## config.mk

```make
export PLATFORM = sky130hd
export DESIGN_NAME = multi_debouncer
export DESIGN_NICKNAME = d
export VERILOG_FILES = /design/src/rtl/multi_debouncer_pkg.sv /design/src/rtl/multi_debouncer_channel.sv /design/src/rtl/multi_debouncer.sv
export SDC_FILE = /design/constraint.sdc
export NUM_CORES = 1
export LEC_CHECK = 0
export BUFFER_PORTS_ARGS = -buffer_cell sky130_fd_sc_hd__buf_2
export CORE_MARGIN = 3
export CORE_UTILIZATION = 40
export DETAILED_ROUTE_END_ITERATION = 6
export HOLD_SLACK_MARGIN = 0.06
export MAX_ROUTING_LAYER = met4
export SYNTH_ARGS = -nofsm -noshare
export SYNTH_HDL_FRONTEND = slang
export SYNTH_SLANG_ARGS = --single-unit
export TNS_END_PERCENT = 30
```

## constraint.sdc

```tcl
create_clock -name clk -period 2.2 [get_ports clk]
set_input_delay 0.11 -clock clk [delete_from_list [all_inputs] [get_ports clk]]
set_output_delay 0.11 -clock clk [all_outputs]
set_load 0.01 [all_outputs]
```

## src/rtl/multi_debouncer_pkg.sv

```systemverilog
// Shared definitions for the multi-channel button conditioner: per-channel FSM
// state encoding and default timing for a 100 MHz system clock.
package multi_debouncer_pkg;

   typedef enum logic [1:0] {
      RELEASED    = 2'd0,
      PRESS_CHK   = 2'd1,
      PRESSED     = 2'd2,
      RELEASE_CHK = 2'd3
   } deb_state_t;

   localparam int DEF_CHANNELS      = 5;
   localparam int DEF_STABLE_CYCLES = 1_000_000;    // 10 ms
   localparam int DEF_LONG_CYCLES   = 100_000_000;  // 1 s
   localparam int DEF_REPEAT_CYCLES = 20_000_000;   // 200 ms

endpackage

```

## src/rtl/multi_debouncer_channel.sv

```systemverilog
// One button channel: two-flop synchroniser, symmetric press/release stability
// filter, and hold timing that produces long-press and auto-repeat strobes.
module multi_debouncer_channel
   import multi_debouncer_pkg::*;
#(
   parameter int STABLE_CYCLES = DEF_STABLE_CYCLES,
   parameter int LONG_CYCLES   = DEF_LONG_CYCLES,
   parameter int REPEAT_CYCLES = DEF_REPEAT_CYCLES,
   parameter bit REPEAT_EN     = 1'b1,
   parameter bit ACTIVE_LOW    = 1'b0
) (
   input  logic clk,
   input  logic rstn,
   input  logic ori_but,
   output logic deb_level,
   output logic press_pulse,
   output logic release_pulse,
   output logic long_pulse,
   output logic rep_pulse
);

   localparam int STAB_W = $clog2(STABLE_CYCLES) + 1;
   localparam int HOLD_W = $clog2(LONG_CYCLES) + 1;
   localparam int REP_W  = $clog2(REPEAT_CYCLES) + 1;

   localparam logic [STAB_W-1:0] STAB_LAST = STAB_W'(STABLE_CYCLES - 1);
   localparam logic [HOLD_W-1:0] HOLD_LAST = HOLD_W'(LONG_CYCLES - 1);
   localparam logic [HOLD_W-1:0] HOLD_PRE  = HOLD_W'(LONG_CYCLES - 2);
   localparam logic [REP_W-1:0]  REP_LAST  = REP_W'(REPEAT_CYCLES - 1);

   logic              but_in;
   logic              s1;
   logic              s2;
   deb_state_t        state;
   deb_state_t        state_nxt;
   logic [STAB_W-1:0] stab_cnt;
   logic [HOLD_W-1:0] hold_cnt;
   logic [REP_W-1:0]  rep_cnt;
   logic              stab_last;
   logic              long_done;
   logic              rep_last;
   logic              press_nxt;
   logic              release_nxt;
   logic              long_nxt;
   logic              rep_nxt;

   function automatic logic [HOLD_W-1:0] hold_sat_inc(input logic [HOLD_W-1:0] v);
      return (v == HOLD_LAST) ? v : v + 1'b1;
   endfunction

   function automatic logic [REP_W-1:0] rep_wrap_inc(input logic [REP_W-1:0] v);
      return (v == REP_LAST) ? '0 : v + 1'b1;
   endfunction

   // Polarity is normalised before the synchroniser so everything downstream sees 1 = pressed.
   assign but_in = ACTIVE_LOW ? ~ori_but : ori_but;

   always_ff @(posedge clk or negedge rstn) begin
      if (!rstn) begin
         s1 <= 1'b0;
         s2 <= 1'b0;
      end else begin
         s1 <= but_in;
         s2 <= s1;
      end
   end

   assign stab_last = (stab_cnt == STAB_LAST);
   assign long_done = (hold_cnt == HOLD_LAST);
   assign rep_last  = (rep_cnt == REP_LAST);

   always_ff @(posedge clk or negedge rstn) begin
      if (!rstn) state <= RELEASED;
      else       state <= state_nxt;
   end

   always_comb begin
      state_nxt   = state;
      press_nxt   = 1'b0;
      release_nxt = 1'b0;
      case (state)
         RELEASED: begin
            if (s2) state_nxt = PRESS_CHK;
         end
         PRESS_CHK: begin
            if (!s2) begin
               state_nxt = RELEASED;
            end else if (stab_last) begin
               state_nxt = PRESSED;
               press_nxt = 1'b1;
            end
         end
         PRESSED: begin
            if (!s2) state_nxt = RELEASE_CHK;
         end
         RELEASE_CHK: begin
            if (s2) begin
               state_nxt = PRESSED;
            end else if (stab_last) begin
               state_nxt   = RELEASED;
               release_nxt = 1'b1;
            end
         end
         default: state_nxt = RELEASED;
      endcase
   end

   // hold_cnt saturates at LONG_CYCLES-1, so the long strobe can only fire once per press.
   assign long_nxt = (state == PRESSED) && (hold_cnt == HOLD_PRE);
   assign rep_nxt  = REPEAT_EN && (state == PRESSED) && long_done && rep_last;

   always_ff @(posedge clk or negedge rstn) begin
      if (!rstn) begin
         stab_cnt      <= '0;
         hold_cnt      <= '0;
         rep_cnt       <= '0;
         press_pulse   <= 1'b0;
         release_pulse <= 1'b0;
         long_pulse    <= 1'b0;
         rep_pulse     <= 1'b0;
      end else begin
         press_pulse   <= press_nxt;
         release_pulse <= release_nxt;
         long_pulse    <= long_nxt;
         rep_pulse     <= rep_nxt;

         case (state)
            RELEASED:  stab_cnt <= STAB_W'(s2);
            PRESS_CHK: stab_cnt <= (!s2 || stab_last) ? '0 : stab_cnt + 1'b1;
            PRESSED:   stab_cnt <= STAB_W'(!s2);
            default:   stab_cnt <= (s2 || stab_last) ? '0 : stab_cnt + 1'b1;
         endcase

         if (press_nxt)               hold_cnt <= '0;
         else if (state == PRESSED)   hold_cnt <= hold_sat_inc(hold_cnt);

         // Repeat phase is frozen during a release check and restarts only from RELEASED.
         if (state == RELEASED)                   rep_cnt <= '0;
         else if ((state == PRESSED) && long_done) rep_cnt <= rep_wrap_inc(rep_cnt);
      end
   end

   assign deb_level = (state == PRESSED) || (state == RELEASE_CHK);

endmodule

```

## src/rtl/multi_debouncer.sv

```systemverilog
// N-channel button conditioner: one independent debounce channel per input,
// plus a combined any-pressed indication.
module multi_debouncer
   import multi_debouncer_pkg::*;
#(
   parameter int CHANNELS      = DEF_CHANNELS,
   parameter int STABLE_CYCLES = DEF_STABLE_CYCLES,
   parameter int LONG_CYCLES   = DEF_LONG_CYCLES,
   parameter int REPEAT_CYCLES = DEF_REPEAT_CYCLES,
   parameter bit REPEAT_EN     = 1'b1,
   parameter bit ACTIVE_LOW    = 1'b0
) (
   input  logic                clk,
   input  logic                rstn,
   input  logic [CHANNELS-1:0] ori_but,
   output logic [CHANNELS-1:0] deb_level,
   output logic [CHANNELS-1:0] press_pulse,
   output logic [CHANNELS-1:0] release_pulse,
   output logic [CHANNELS-1:0] long_pulse,
   output logic [CHANNELS-1:0] rep_pulse,
   output logic                any_pressed
);

   if (CHANNELS < 1) begin : g_bad_channels
      $error("multi_debouncer: CHANNELS must be >= 1");
   end
   if (STABLE_CYCLES < 2) begin : g_bad_stable
      $error("multi_debouncer: STABLE_CYCLES must be >= 2");
   end
   if (LONG_CYCLES <= STABLE_CYCLES) begin : g_bad_long
      $error("multi_debouncer: LONG_CYCLES must exceed STABLE_CYCLES");
   end
   if (REPEAT_CYCLES < 1) begin : g_bad_repeat
      $error("multi_debouncer: REPEAT_CYCLES must be >= 1");
   end

   for (genvar i = 0; i < CHANNELS; i++) begin : g_ch
      multi_debouncer_channel #(
         .STABLE_CYCLES (STABLE_CYCLES),
         .LONG_CYCLES   (LONG_CYCLES),
         .REPEAT_CYCLES (REPEAT_CYCLES),
         .REPEAT_EN     (REPEAT_EN),
         .ACTIVE_LOW    (ACTIVE_LOW)
      ) u_debounce_channel (
         .clk           (clk),
         .rstn          (rstn),
         .ori_but       (ori_but[i]),
         .deb_level     (deb_level[i]),
         .press_pulse   (press_pulse[i]),
         .release_pulse (release_pulse[i]),
         .long_pulse    (long_pulse[i]),
         .rep_pulse     (rep_pulse[i])
      );
   end

   assign any_pressed = |deb_level;

endmodule

```

==> results.toml <==
[final_layout]
diodes = 0
postLayoutCoreUtil = 0.490
seq_area_um2 = 10400
drive_gt1_frac = 0.161
multi_input_area_um2 = 10800
stdcell_area_um2 = 26000
areaGrowthSynthToFinish_pct = 20.1
final_nets = 2546
nFillCells = 4891

[global_route]
antenna_found_initial = 0
grt.met3_usage = 0.0255
grtUsageMet2 = 0.286
grt_overflow = 0
met1_usage = 0.233
grt_start_max_net_pins = 75
grt_pass1_wl_um = 83900
grt_pass1_vias = 17500
busiest_layer = "met2"
grt_usage = 0.177

[worst_setup_path]
r2r-end = "g_ch[1].u_debounce_channel.rep_cnt[14]"
cp.arrival_ns = 2.71
r2r_cells = 7
crit-reg2reg-launch = "g_ch[1].u_debounce_channel.hold_cnt[10]"
crit_fanout = 10
path_buf_inv = 1
reg2reg_setup_slack_ns = -0.007
cp_data_required_time_ns = 2.70
cpPeakStageDelay_ns = 0.40
crit_family = "simple AND/OR/NAND/NOR gates"
crit_chain = "nor4b_4, nand4_1, or2_1, or3_4, buf_6, or3_1, nand3_1"
critPathSlowestCell = "dfrtp_1"
path_class = "flip-flop to flip-flop"
start_kind = "flip-flop"
worst_setup_path_end_kind = "flip-flop"

[sta]
fin_crit_sh = 1.00
worstMarginPinSlew_ns = 0.522
clock_skew_ns = 0.0116
fin_ws_ns = -0.00741
rsz0062_at_grt = "yes"
hold_viol_final = 0
setup_violations = 1
max-slew-margin-rel = 0.650
fmax_ghz = 0.453
slew_violations = 0
fin_crit_ns = 2.21

[pwr]
p_per_area_nw_per_um2 = 636
p_comb_frac = 0.024
internal_power_mw = 13.0
swShare = 0.214
p_leak_nw = 11.5
pwr-share-clk = 0.511
power_switching_mw = 3.53
p_seq_frac = 0.465
vdd_drop_max_v = 0.000516

[synth]
ys_warn_count = 0
synth_cells = 2337
synthFlopType = "dfrtp_1"
synthTopCellsByArea = "dfrtp_1 48%, xor2_1 5.7%, nor2_1 5.2%"
synth-xor-area-share = 0.0899
synthAdderAreaFrac = 0.0116
seq_area_frac_synth = 0.480
async_reset_ff_frac = 1.00
synthMuxAreaShare = 0.0129
synth_area_um2 = 21600
synth_seq_cells = 415
synthDistinctLibCells = 65
synth_top_family_by_area = "simple AND/OR/NAND/NOR gates"
yosys.area_share.simple = 0.295
syn_avg_cell_area_um2 = 9.26
synth_nets = 2364
yosysTopAreaCell = "dfrtp_1"
synthDominantCellAreaShare = 0.480
synth_edf_count = 0
synth_compound_area_frac = 0.0768

[floorplan]
die_area_um2 = 56900
ios = 33
chipHeight_um = 239
rows = 84
design.core.area_um2 = 53100
fp.dieW_um = 239
initial_utilization = 0.408

[place]
gp_congestion = 0.855
dpl.hpwl_um = 33100
port-buffer-count = 32
dpl-instance-area_um2 = 23800

[cts]
path_clk_slew_ns = 0.06
clock-sinks = 415
insertion_delay_ns = 0.57
numCtsBuffers = 47
clk_path_buf_depth = 3
cts_root_buffer = "clkbuf_16"
htreeDepth = 2
cts_tree = "yes"

[routing]
firstDrtPassIters = 5
drt_iter0_drc = 1115
drt_wl_total_um = 49300
route.detailed.drc = 0
ant_nets = 0
wl_per_cell_um = 15.2
vias = 17800
viasPerCell = 5.48

[outcome]
status = "finished with violations"
violations = "negative setup slack"

[job]
drv_cap = 0

[worst_hold_path]
hp-class = "primary input to asynchronous set/reset pin"
## power groups by stage
stage | Sequential (mW) | Clock [mW] | Combinational, mW
4_1_cts | 7.68 | 8.71 | 0.416
3_5_place_dp | 7.82 | 0 | 0.399
5_1_grt | 7.68 | 9.03 | 0.459
2_1_floorplan | 7.82 | 0 | 0.121
3_3_place_gp | 7.82 | 0 | 0.391
6_report | 7.69 | 8.44 | 0.401
## logic make-up (layout without fill, tap and decap cells)
group                    after synthesis  after routing
flip-flops                           415            415
AND/OR/NAND/NOR                     1225           1225
multiplexers                          27             27
adder cells (fa/ha/maj)               20             20
XOR/XNOR                             222            222
AO/OA/AOI/OAI                        267            267
buffers and inverters                161            380
## synthesized netlist by cell type (4+ instances only)
| cell type | number |
|---|---|
| dfrtp_1 | 415 |
| nor2_1 | 301 |
| nand3_1 | 212 |
| nand2_1 | 201 |
| xor2_1 | 141 |
| nand4_1 | 93 |
| and3_1 | 81 |
| xnor2_1 | 81 |
| o21ai_0 | 75 |
| a21oi_1 | 73 |
| clkbuf_1 | 69 |
| nor3_1 | 60 |
| or3_1 | 52 |
| inv_1 | 45 |
| and4_1 | 41 |
| nor4_1 | 40 |
| a21o_1 | 26 |
| a31oi_1 | 25 |
| buf_4 | 25 |
| nor4b_1 | 22 |
| a22o_1 | 21 |
| and2_1 | 21 |
| ha_1 | 20 |
| mux2i_1 | 20 |
| nor3b_1 | 18 |
| buf_2 | 17 |
| nand2b_1 | 13 |
| nand3b_1 | 13 |
| or2_2 | 11 |
| or4_1 | 11 |
| nor2b_1 | 10 |
| a41oi_1 | 9 |
| o31ai_1 | 9 |
| mux2_2 | 7 |
| nand4b_1 | 5 |
| o211ai_1 | 4 |
| o41ai_1 | 4 |
## through the flow
stage,instances,total power [mW],worst slack (ns),hold slack [ns],TNS [ns]
4_1_cts,3238,16.8,-0.0372,0.144,-0.109
6_report,3244,16.5,-0.00741,0.182,-0.00741
5_1_grt,3244,17.2,-0.122,0.162,-1.26
3_5_place_dp,3142,8.22,-0.0910,0.0264,-1.05
2_1_floorplan,2337,7.94,-0.102,-0.186,-0.408
3_3_place_gp,3142,8.21,-0.0762,0.0284,-0.957
## worst max path at each step
stage,from,to,slack [ns],cells after the start
detailed placement,g_ch[1].u_debounce_channel.hold_cnt[10],g_ch[1].u_debounce_channel.rep_cnt[16],-0.09,7
finish,g_ch[1].u_debounce_channel.hold_cnt[10],g_ch[1].u_debounce_channel.rep_cnt[14],-0.007,7
global placement,g_ch[1].u_debounce_channel.hold_cnt[10],g_ch[1].u_debounce_channel.rep_cnt[19],-0.08,7
floorplan,g_ch[1].u_debounce_channel.hold_cnt[1],g_ch[1].u_debounce_channel.rep_cnt[23],-0.10,11
CTS,g_ch[1].u_debounce_channel.hold_cnt[8],g_ch[1].u_debounce_channel.rep_cnt[15],-0.04,7
global route,g_ch[1].u_debounce_channel.hold_cnt[10],g_ch[1].u_debounce_channel.rep_cnt[14],-0.12,7
## flip-flops by register name, summed over array words and instances, names as in the netlist, named ones only
signal / cells
g_ch.u_debounce_channel.s1: 5
g_ch.u_debounce_channel.stab_cnt: 105
g_ch.u_debounce_channel.rep_pulse: 5
g_ch.u_debounce_channel.release_pulse: 5
g_ch.u_debounce_channel.rep_cnt: 130
g_ch.u_debounce_channel.state: 5
g_ch.u_debounce_channel.press_pulse: 5
g_ch.u_debounce_channel.s2: 5
g_ch.u_debounce_channel.hold_cnt: 140
g_ch.u_debounce_channel.long_pulse: 5
## cells in the final DEF, fill, tap and decap left out, types with 11 or more instances in the layout
| cell type | netlist | layout |
|---|---|---|
| o21ai_0 | 75 | 72 |
| and4_1 | 41 | 38 |
| buf_4 | 25 | 185 |
| and2_1 | 21 | 21 |
| nor3_1 | 60 | 51 |
| a21oi_1 | 73 | 72 |
| buf_12 | 0 | 16 |
| a21o_1 | 26 | 25 |
| nand4_1 | 93 | 93 |
| or4_1 | 11 | 11 |
| xor2_1 | 141 | 141 |
| mux2i_1 | 20 | 20 |
| nand3b_1 | 13 | 13 |
| clkinv_2 | 0 | 12 |
| nor4_1 | 40 | 34 |
| nand2b_1 | 13 | 12 |
| ha_1 | 20 | 17 |
| inv_1 | 45 | 45 |
| and3_1 | 81 | 77 |
| buf_2 | 17 | 32 |
| xnor2_1 | 81 | 81 |
| nor3b_1 | 18 | 16 |
| clkbuf_16 | 0 | 50 |
| nor2_1 | 301 | 298 |
| nand3_1 | 212 | 208 |
| a22o_1 | 21 | 21 |
| or3_1 | 52 | 48 |
| nand2_1 | 201 | 200 |
| dfrtp_1 | 415 | 414 |
| a31oi_1 | 25 | 24 |
| nor4b_1 | 22 | 16 |
## timing repair
action | CTS | global route
pin swaps | 9 | 17
hold endpoints to repair | 393 | 0
gates resized for setup | 5 | 76
setup endpoints to repair | 21 | 205
gates cloned | 0 | 3
hold buffers | 7 | 0
setup buffers | 3 | 4
## layer usage
layer / vias to the layer above / share of wire
li1: 8666 / -
met1: 8752 / 0.47
met2: 292 / 0.47
met3: 77 / 0.039
met4: 0 / 0.021
met5: - / 0
## tightest hold or removal path: stages
cell and delay (ns):
dlygate4sd3_1 0.57, buf_8 0.21, buf_12 0.21
## area by class of cell
class,instances,share of cell area
Clock buffer,63,0.0530
Clock inverter,23,0.0116
Inverter,45,0.00650
Multi-Input combinational cell,1761,0.417
Sequential cell,415,0.400
Tap cell,688,0.0331
Timing Repair Buffer,249,0.0792
(Power assumes the default switching activity.)
